`src/rtl/display_mode_controller.sv`:
```
// Display mode controller: arbitrates between the stopwatch and countdown engines.
// Synchronises the mode slide switch, runs a settle window on every mode change, steers
// debounced button pulses to the active engine, selects the display source, raises a
// blinking alarm on countdown time-out and blinks the digits under countdown edit.
module display_mode_controller #(
  parameter int unsigned SETTLE_TICKS = 2,
  parameter int unsigned BLINK_TICKS  = 50,
  parameter int unsigned ALARM_TICKS  = 500
) (
  input  logic       clk_core,
  input  logic       rst_n,
  input  logic       mode_switch,
  input  logic       left_p,
  input  logic       right_p,
  input  logic       center_p,
  input  logic       up_p,
  input  logic       down_p,
  input  logic [7:0] sw_min_i,
  input  logic [7:0] sw_sec_i,
  input  logic [7:0] cd_min_i,
  input  logic [7:0] cd_sec_i,
  input  logic [1:0] cd_target_i,
  input  logic       cd_time_out_i,
  output logic       sw_rst_o,
  output logic       sw_pause_o,
  output logic       sw_record_o,
  output logic       cd_left_o,
  output logic       cd_right_o,
  output logic       cd_center_o,
  output logic       cd_up_o,
  output logic       cd_down_o,
  output logic [7:0] disp_min_o,
  output logic [7:0] disp_sec_o,
  output logic [3:0] blank_mask_o,
  output logic       active_mode_o,
  output logic       alarm_o
);

  localparam int unsigned SettleW = (SETTLE_TICKS > 1) ? $clog2(SETTLE_TICKS) : 1;
  localparam int unsigned BlinkW  = (BLINK_TICKS > 1) ? $clog2(BLINK_TICKS) : 1;
  localparam int unsigned AlarmW  = (ALARM_TICKS > 1) ? $clog2(ALARM_TICKS) : 1;

  localparam logic [SettleW-1:0] SettleLast = SettleW'(SETTLE_TICKS - 1);
  localparam logic [BlinkW-1:0]  BlinkLast  = BlinkW'(BLINK_TICKS - 1);
  localparam logic [AlarmW-1:0]  AlarmLast  = AlarmW'(ALARM_TICKS - 1);

  typedef enum logic [1:0] {
    StSw,
    StCd,
    StSwitch,
    StAlarm
  } state_e;

  // FSM state and its counters
  state_e               state_q, state_d;
  logic                 tgt_q, tgt_d;            // SWITCH destination: 0 = SW, 1 = CD
  logic [SettleW-1:0]   settle_cnt_q, settle_cnt_d;
  logic [AlarmW-1:0]    alarm_cnt_q, alarm_cnt_d;
  logic                 active_mode_q, active_mode_d;

  // Mode switch synchroniser
  logic                 sync1_q, sync1_d;
  logic                 sync2_q, sync2_d;
  logic                 mode_s;

  // Time-out edge detect and deferred alarm
  logic                 tout_prev_q, tout_prev_d;
  logic                 alarm_pending_q, alarm_pending_d;
  logic                 tout_rise;

  // Blink generator
  logic [BlinkW-1:0]    blink_cnt_q, blink_cnt_d;
  logic                 phase_q, phase_d;

  // Registered command and display outputs
  logic [2:0]           sw_cmd_q, sw_cmd_d;      // {rst, pause, record}
  logic [4:0]           cd_cmd_q, cd_cmd_d;      // {left, right, center, up, down}
  logic [7:0]           disp_min_q, disp_min_d;
  logic [7:0]           disp_sec_q, disp_sec_d;

  logic                 any_btn;
  logic                 enter_blink_state;

  assign mode_s    = sync2_q;
  assign tout_rise = cd_time_out_i & ~tout_prev_q;
  assign any_btn   = left_p | right_p | center_p | up_p | down_p;

  // FSM state register with synchronous active-low reset
  always_ff @(posedge clk_core) begin
    if (!rst_n) begin
      state_q       <= StSw;
      tgt_q         <= 1'b0;
      settle_cnt_q  <= '0;
      alarm_cnt_q   <= '0;
      active_mode_q <= 1'b0;
    end else begin
      state_q       <= state_d;
      tgt_q         <= tgt_d;
      settle_cnt_q  <= settle_cnt_d;
      alarm_cnt_q   <= alarm_cnt_d;
      active_mode_q <= active_mode_d;
    end
  end

  // FSM next-state: mode changes always win, then alarm entry/exit
  always_comb begin
    state_d       = state_q;
    tgt_d         = tgt_q;
    settle_cnt_d  = settle_cnt_q;
    alarm_cnt_d   = alarm_cnt_q;
    active_mode_d = active_mode_q;
    unique case (state_q)
      StSw: begin
        if (mode_s) begin
          state_d      = StSwitch;
          tgt_d        = 1'b1;
          settle_cnt_d = '0;
        end
      end
      StCd: begin
        if (!mode_s) begin
          state_d      = StSwitch;
          tgt_d        = 1'b0;
          settle_cnt_d = '0;
        end else if (tout_rise || alarm_pending_q) begin
          state_d     = StAlarm;
          alarm_cnt_d = '0;
        end
      end
      StSwitch: begin
        if (mode_s != tgt_q) begin
          // Switch moved again before settling: chase the new position from scratch
          tgt_d        = mode_s;
          settle_cnt_d = '0;
        end else if (settle_cnt_q == SettleLast) begin
          state_d       = tgt_q ? StCd : StSw;
          active_mode_d = tgt_q;
        end else begin
          settle_cnt_d = settle_cnt_q + 1'b1;
        end
      end
      StAlarm: begin
        if (!mode_s) begin
          state_d      = StSwitch;
          tgt_d        = 1'b0;
          settle_cnt_d = '0;
        end else if (any_btn) begin
          state_d = StCd;
        end else if (alarm_cnt_q == AlarmLast) begin
          state_d = StCd;
        end else begin
          alarm_cnt_d = alarm_cnt_q + 1'b1;
        end
      end
      default: state_d = StSw;
    endcase
  end

  // FSM outputs: alarm flag, committed mode and digit blanking
  always_comb begin
    alarm_o       = (state_q == StAlarm);
    active_mode_o = active_mode_q;
    blank_mask_o  = 4'b0000;
    if (phase_q) begin
      case (state_q)
        StCd: begin
          case (cd_target_i)
            2'b00:   blank_mask_o = 4'b1100;
            2'b01:   blank_mask_o = 4'b0011;
            default: blank_mask_o = 4'b0000;
          endcase
        end
        StAlarm: blank_mask_o = 4'b1111;
        default: blank_mask_o = 4'b0000;
      endcase
    end
  end

  // Datapath next-state: synchroniser, time-out tracking, blink, routing and display
  always_comb begin
    sync1_d     = mode_switch;
    sync2_d     = sync1_q;
    tout_prev_d = cd_time_out_i;

    // Entering ALARM consumes the deferred alarm; a rise seen away from CD/ALARM defers one
    alarm_pending_d = alarm_pending_q;
    if (state_d == StAlarm && state_q != StAlarm) begin
      alarm_pending_d = 1'b0;
    end else if (tout_rise && state_q != StCd && state_q != StAlarm) begin
      alarm_pending_d = 1'b1;
    end

    // Restart the blink on entry so the first half-period is always fully visible
    enter_blink_state = (state_d != state_q) && (state_d == StCd || state_d == StAlarm);
    blink_cnt_d = blink_cnt_q;
    phase_d     = phase_q;
    if (enter_blink_state) begin
      blink_cnt_d = '0;
      phase_d     = 1'b0;
    end else if (blink_cnt_q == BlinkLast) begin
      blink_cnt_d = '0;
      phase_d     = ~phase_q;
    end else begin
      blink_cnt_d = blink_cnt_q + 1'b1;
    end

    // Pulses in SWITCH/ALARM are dropped; an ALARM acknowledge is never forwarded
    sw_cmd_d = 3'b000;
    cd_cmd_d = 5'b00000;
    case (state_q)
      StSw:    sw_cmd_d = {right_p, center_p, left_p};
      StCd:    cd_cmd_d = {left_p, right_p, center_p, up_p, down_p};
      default: ;
    endcase

    disp_min_d = disp_min_q;
    disp_sec_d = disp_sec_q;
    case (state_q)
      StSw: begin
        disp_min_d = sw_min_i;
        disp_sec_d = sw_sec_i;
      end
      StCd, StAlarm: begin
        disp_min_d = cd_min_i;
        disp_sec_d = cd_sec_i;
      end
      default: ;
    endcase
  end

  // Datapath registers with synchronous active-low reset
  always_ff @(posedge clk_core) begin
    if (!rst_n) begin
      sync1_q         <= 1'b0;
      sync2_q         <= 1'b0;
      tout_prev_q     <= 1'b0;
      alarm_pending_q <= 1'b0;
      blink_cnt_q     <= '0;
      phase_q         <= 1'b0;
      sw_cmd_q        <= 3'b000;
      cd_cmd_q        <= 5'b00000;
      disp_min_q      <= 8'h00;
      disp_sec_q      <= 8'h00;
    end else begin
      sync1_q         <= sync1_d;
      sync2_q         <= sync2_d;
      tout_prev_q     <= tout_prev_d;
      alarm_pending_q <= alarm_pending_d;
      blink_cnt_q     <= blink_cnt_d;
      phase_q         <= phase_d;
      sw_cmd_q        <= sw_cmd_d;
      cd_cmd_q        <= cd_cmd_d;
      disp_min_q      <= disp_min_d;
      disp_sec_q      <= disp_sec_d;
    end
  end

  assign {sw_rst_o, sw_pause_o, sw_record_o}                    = sw_cmd_q;
  assign {cd_left_o, cd_right_o, cd_center_o, cd_up_o, cd_down_o} = cd_cmd_q;
  assign disp_min_o = disp_min_q;
  assign disp_sec_o = disp_sec_q;

endmodule
```
`config.mk`:
```
export PLATFORM = sky130hd
export DESIGN_NAME = display_mode_controller
export DESIGN_NICKNAME = d
export VERILOG_FILES = /design/src/rtl/display_mode_controller.sv
export SDC_FILE = /design/constraint.sdc
export NUM_CORES = 1
export LEC_CHECK = 0
export CAP_MARGIN = 20
export CORE_MARGIN = 2
export CORE_UTILIZATION = 30
export CTS_CLUSTER_SIZE = 10
export DETAILED_ROUTE_END_ITERATION = 16
export SYNTH_ARGS = -nofsm -noshare
export SYNTH_HDL_FRONTEND = slang
export SYNTH_SLANG_ARGS = --single-unit
```
`constraint.sdc`:
```
create_clock -name clk_core -period 2.1 [get_ports clk_core]
set_input_delay 0.525 -clock clk_core [delete_from_list [all_inputs] [get_ports clk_core]]
set_output_delay 0.525 -clock clk_core [all_outputs]
set_load 0.01 [all_outputs]
```
==> flow_metrics.env <==
export IMPL_run_status="completed"
export IMPL_clock_tree_root_cell="clkbuf_8"
export IMPL_die_x_um=91.4
export IMPL_hold_viol_final=0
export IMPL_synth_cell_type_count=45
export IMPL_postSynth_asyncResetShare_pct=0
export IMPL_detail_route_first_pass_iterations=4
export IMPL_ys_flop_type="dfxtp_1"
export IMPL_worstSkewPairLatency_ns=0.30
export IMPL_drc=0
export IMPL_critPathMaxStageDelay_ns=0.58
export IMPL_yosys_reg_bits=49
export IMPL_worstPathMaxFanout=5
export IMPL_post_cts_repair_setup_buffers=0
export IMPL_vdd_ir_drop_worst_v=0.000253
export IMPL_grt_start_max_net_pins=36
export IMPL_multi_input_gate_area_in_the_final_layout_um2=1250
export IMPL_finalCritPeriodShare_pct=96.3
export IMPL_critical_path_required_ns=2.33
export IMPL_setup_violations_final=0
export IMPL_grt_util_all_layers_pct=12.8
export IMPL_area_sequential_um2=981
export IMPL_simple_logic_cell_fraction_of_the_synthesized_area_pct=20.4
export IMPL_cts_htree_levels=2
export IMPL_design_portCount=73
export IMPL_slew_violations=0
export IMPL_post_dp_hpwl_mm=3.74
export IMPL_buffer_ports_inserted=72
export IMPL_netlist_area_um2=2290
export IMPL_synth_compound_gate_area_share_pct=17.9
export IMPL_max_clock_freq_ghz=0.494
export IMPL_numCtsBuffers=5
export IMPL_gpl_final_weighted_congestion=0.795
export IMPL_worst_margin_slew_ns=0.445
export IMPL_timing_worst_setup_path_type="in -> reg"
export IMPL_hold_ws_ns=0.442
export IMPL_total_power_uw=1860
export IMPL_drive_above_1_share_pct=11.3
export IMPL_critical_path_startpoint_category="primary input"
export IMPL_filler_cell_count=709
export IMPL_cts_reportedPaths_clkPinSlew_ns=0.08
export IMPL_worstPathCellList="clkdlybuf4s15_1 -> or4_4 -> a211o_4 -> a2111oi_4 -> mux2i_1"
export IMPL_core_area_um2=7330
export IMPL_critical_path_at_ns=2.25
export IMPL_max_slew_margin_rel_pct=69.9
export IMPL_synth_mux_area_share_pct=10.5
export IMPL_grt_pass1_wl_mm=8.80
export IMPL_endpoint_kind="flop"
export IMPL_longest_clk_path_bufs=2
export IMPL_layout_nets=364
export IMPL_syn_inst=239
export IMPL_cts_tree="built"
export IMPL_core_rowCount=31
export IMPL_critical_path_slowest_cell="or4_4"
export IMPL_mappedNetlistNets=285
export IMPL_period_needed_ns=2.02
export IMPL_max_cap_viol_count=0
export IMPL_power_density_nw_per_um2=563
export IMPL_start_util_pct=31.3
export IMPL_synth_xor_area_share_pct=2.29
export IMPL_die_area_um2=8350
export IMPL_antenna_found_initial=0
export IMPL_classification_of_the_worst_slack_hold_path="reg -> reg"
export IMPL_global_route_overflow_total=0
export IMPL_route_detailed_vias_per_inst=4.81
export IMPL_seq_area_frac_synth_pct=42.8
export IMPL_vias=2012
export IMPL_synth_top_family_by_area="simple AND/OR/NAND/NOR gates"
export IMPL_tritoncts_num_sinks=49
export IMPL_area_growth_synth_to_final_pct=44.3
export IMPL_insertedDiodeCount=0
export IMPL_synth_enable_flop_cells=0
export IMPL_die_outline_height_um=91.4
export IMPL_adder_and_majority_cell_fraction_of_the_synthesized_area_pct=1.64
export IMPL_drt_iter0_markers=118
export IMPL_totalWireLength_mm=5.27
export IMPL_drt_wirelength_per_cell_um=12.6
export IMPL_timing_clock_skew_ns=0.00545
export IMPL_grt_pass1_vias=1913
export IMPL_p_leak_uw=0.00134
export IMPL_postSynthAreaPerCell_um2=9.59
export IMPL_drtAntennaViolNets=0
export IMPL_grt_setup_unrepaired="no"
export IMPL_synthesis_yosys_warnings=0
-- registers in the layout, summed over array words and instances (netlist names) --
name             cells
mode_s               1
blink_cnt_q          6
state_q              2
sync1_q              1
tgt_q                1
active_mode_o        1
tout_prev_q          1
phase_q              1
alarm_cnt_q          9
disp_sec_o           8
alarm_pending_q      1
cd_cmd_q             5
sw_cmd_q             3
settle_cnt_q         1
disp_min_o           8
-- cell type report --
class,instances,share of cell area [%]
clock buffer,7,2.91
clock inverter,1,0.151
inverter,6,0.681
multi-input combinational,168,37.7
sequential,49,29.7
tap,99,3.75
timing repair buffer,88,25.1
-- worst max-delay path: cells and delay by family --
family | cells | cell delay [ns]
simple gates | 1 | 0.58
mux | 1 | 0.21
compound gates | 2 | 0.76
buf+inv | 1 | 0.18
-- synthesized netlist by cell type (all sizes together) (2+ instances only) --
library cell	instances	area share [%]
nand3	16	3.5
xor2	3	1.1
nand4	2	0.55
o21ai	4	0.87
and4	2	0.76
nand3b	7	2.3
nor3	7	1.5
xnor2	3	1.1
mux2i	24	10
nand2	24	3.9
buf	4	1.3
o31ai	2	0.87
dfxtp	49	43
ha	3	1.6
clkbuf	13	2.1
and3	6	1.6
o211a	16	7.0
and2	9	2.5
a2111oi	3	2.8
a21boi	3	0.98
a21oi	4	0.87
nand2b	2	0.55
inv	4	0.66
nor2	9	1.5
clkinv	2	0.33
a211oi	5	1.6
-- through the flow --
stage          instance area (um^2)  util, %  setup TNS [ns]  worst slack (ns)  instances
3_5_place_dp                   3180     43.3           -8.35            -0.587        409
3_3_place_gp                   3180     43.3           -7.96            -0.550        409
6_report                       3310     45.1               0            0.0772        418
4_1_cts                        3300     45.0               0           0.00422        418
5_1_grt                        3310     45.1               0          0.000477        418
2_1_floorplan                  2290        -               0            0.0203        239
-- per-layer routing --
| layer | track usage, % | share of wire [%] | up-vias |
|---|---|---|---|
| li1 | - | - | 1022 |
| met1 | 15.7 | 45 | 916 |
| met2 | 20.2 | 44 | 67 |
| met3 | 5.73 | 9.3 | 7 |
| met4 | 3.41 | 1.1 | 0 |
| met5 | 0 | 0 | - |
-- worst paths after layout --
| kind | from | to | slack (ns) | depth (start not counted) |
|---|---|---|---|---|
| worst max-delay path | down_p | alarm_cnt_q[5]$_SDFFE_PN0P_ | 0.08 | 5 |
| worst min register to register | sync1_q$_SDFF_PN0_ | mode_s$_SDFF_PN0_ | 0.44 | 1 |
| worst max register to register | alarm_cnt_q[0]$_SDFFE_PN0P_ | alarm_cnt_q[5]$_SDFFE_PN0P_ | 0.26 | 5 |
| worst min-delay path | sync1_q$_SDFF_PN0_ | mode_s$_SDFF_PN0_ | 0.44 | 1 |
-- layout by cell type, fill, tap and decap left out, types with 2 or more instances in the layout --
master | synthesis | final
o21ai_0 | 3 | 3
nand2_1 | 24 | 24
nor2_1 | 9 | 9
o211a_1 | 16 | 16
clkbuf_8 | 0 | 7
xnor2_1 | 3 | 3
a21oi_1 | 4 | 4
xor2_1 | 3 | 3
inv_1 | 4 | 4
mux2i_1 | 24 | 24
nand3_1 | 16 | 16
clkbuf_2 | 0 | 2
clkdlybuf4s15_1 | 0 | 2
buf_4 | 2 | 16
a2111oi_4 | 2 | 2
nand2b_1 | 2 | 2
a211oi_1 | 5 | 4
ha_1 | 3 | 3
nand4_1 | 2 | 2
and3_1 | 6 | 6
clkdlybuf4s50_1 | 0 | 64
dlygate4sd2_1 | 0 | 3
clkinv_1 | 2 | 2
and2_1 | 8 | 8
and4_1 | 2 | 2
a21boi_0 | 3 | 3
dfxtp_1 | 49 | 49
nand3b_1 | 7 | 7
nor3_1 | 7 | 7
-- logic make-up after synthesis --
group | after synthesis
AND/OR/NAND/NOR | 89
adder cells (fa/ha/maj) | 3
XOR/XNOR | 6
flip-flops | 49
multiplexers | 24
AO/OA/AOI/OAI | 45
buffers and inverters | 23
-- power by group --
part / switching, uW / internal (uW) / total (uW)
registers: 24.2 / 965 / 989
clock network: 305 / 298 / 603
logic: 97.3 / 170 / 268
total: 426 / 1430 / 1860
-- timing repair --
item / CTS / global route
gates resized for setup: 11 / 10
gates cloned: 1 / 0
hold endpoints to repair: 0 / 0
pin swaps: 5 / 3
setup endpoints to repair: 20 / 11
hold buffers: 0 / 0
No activity file was read; power rests on OpenSTA's default activity.
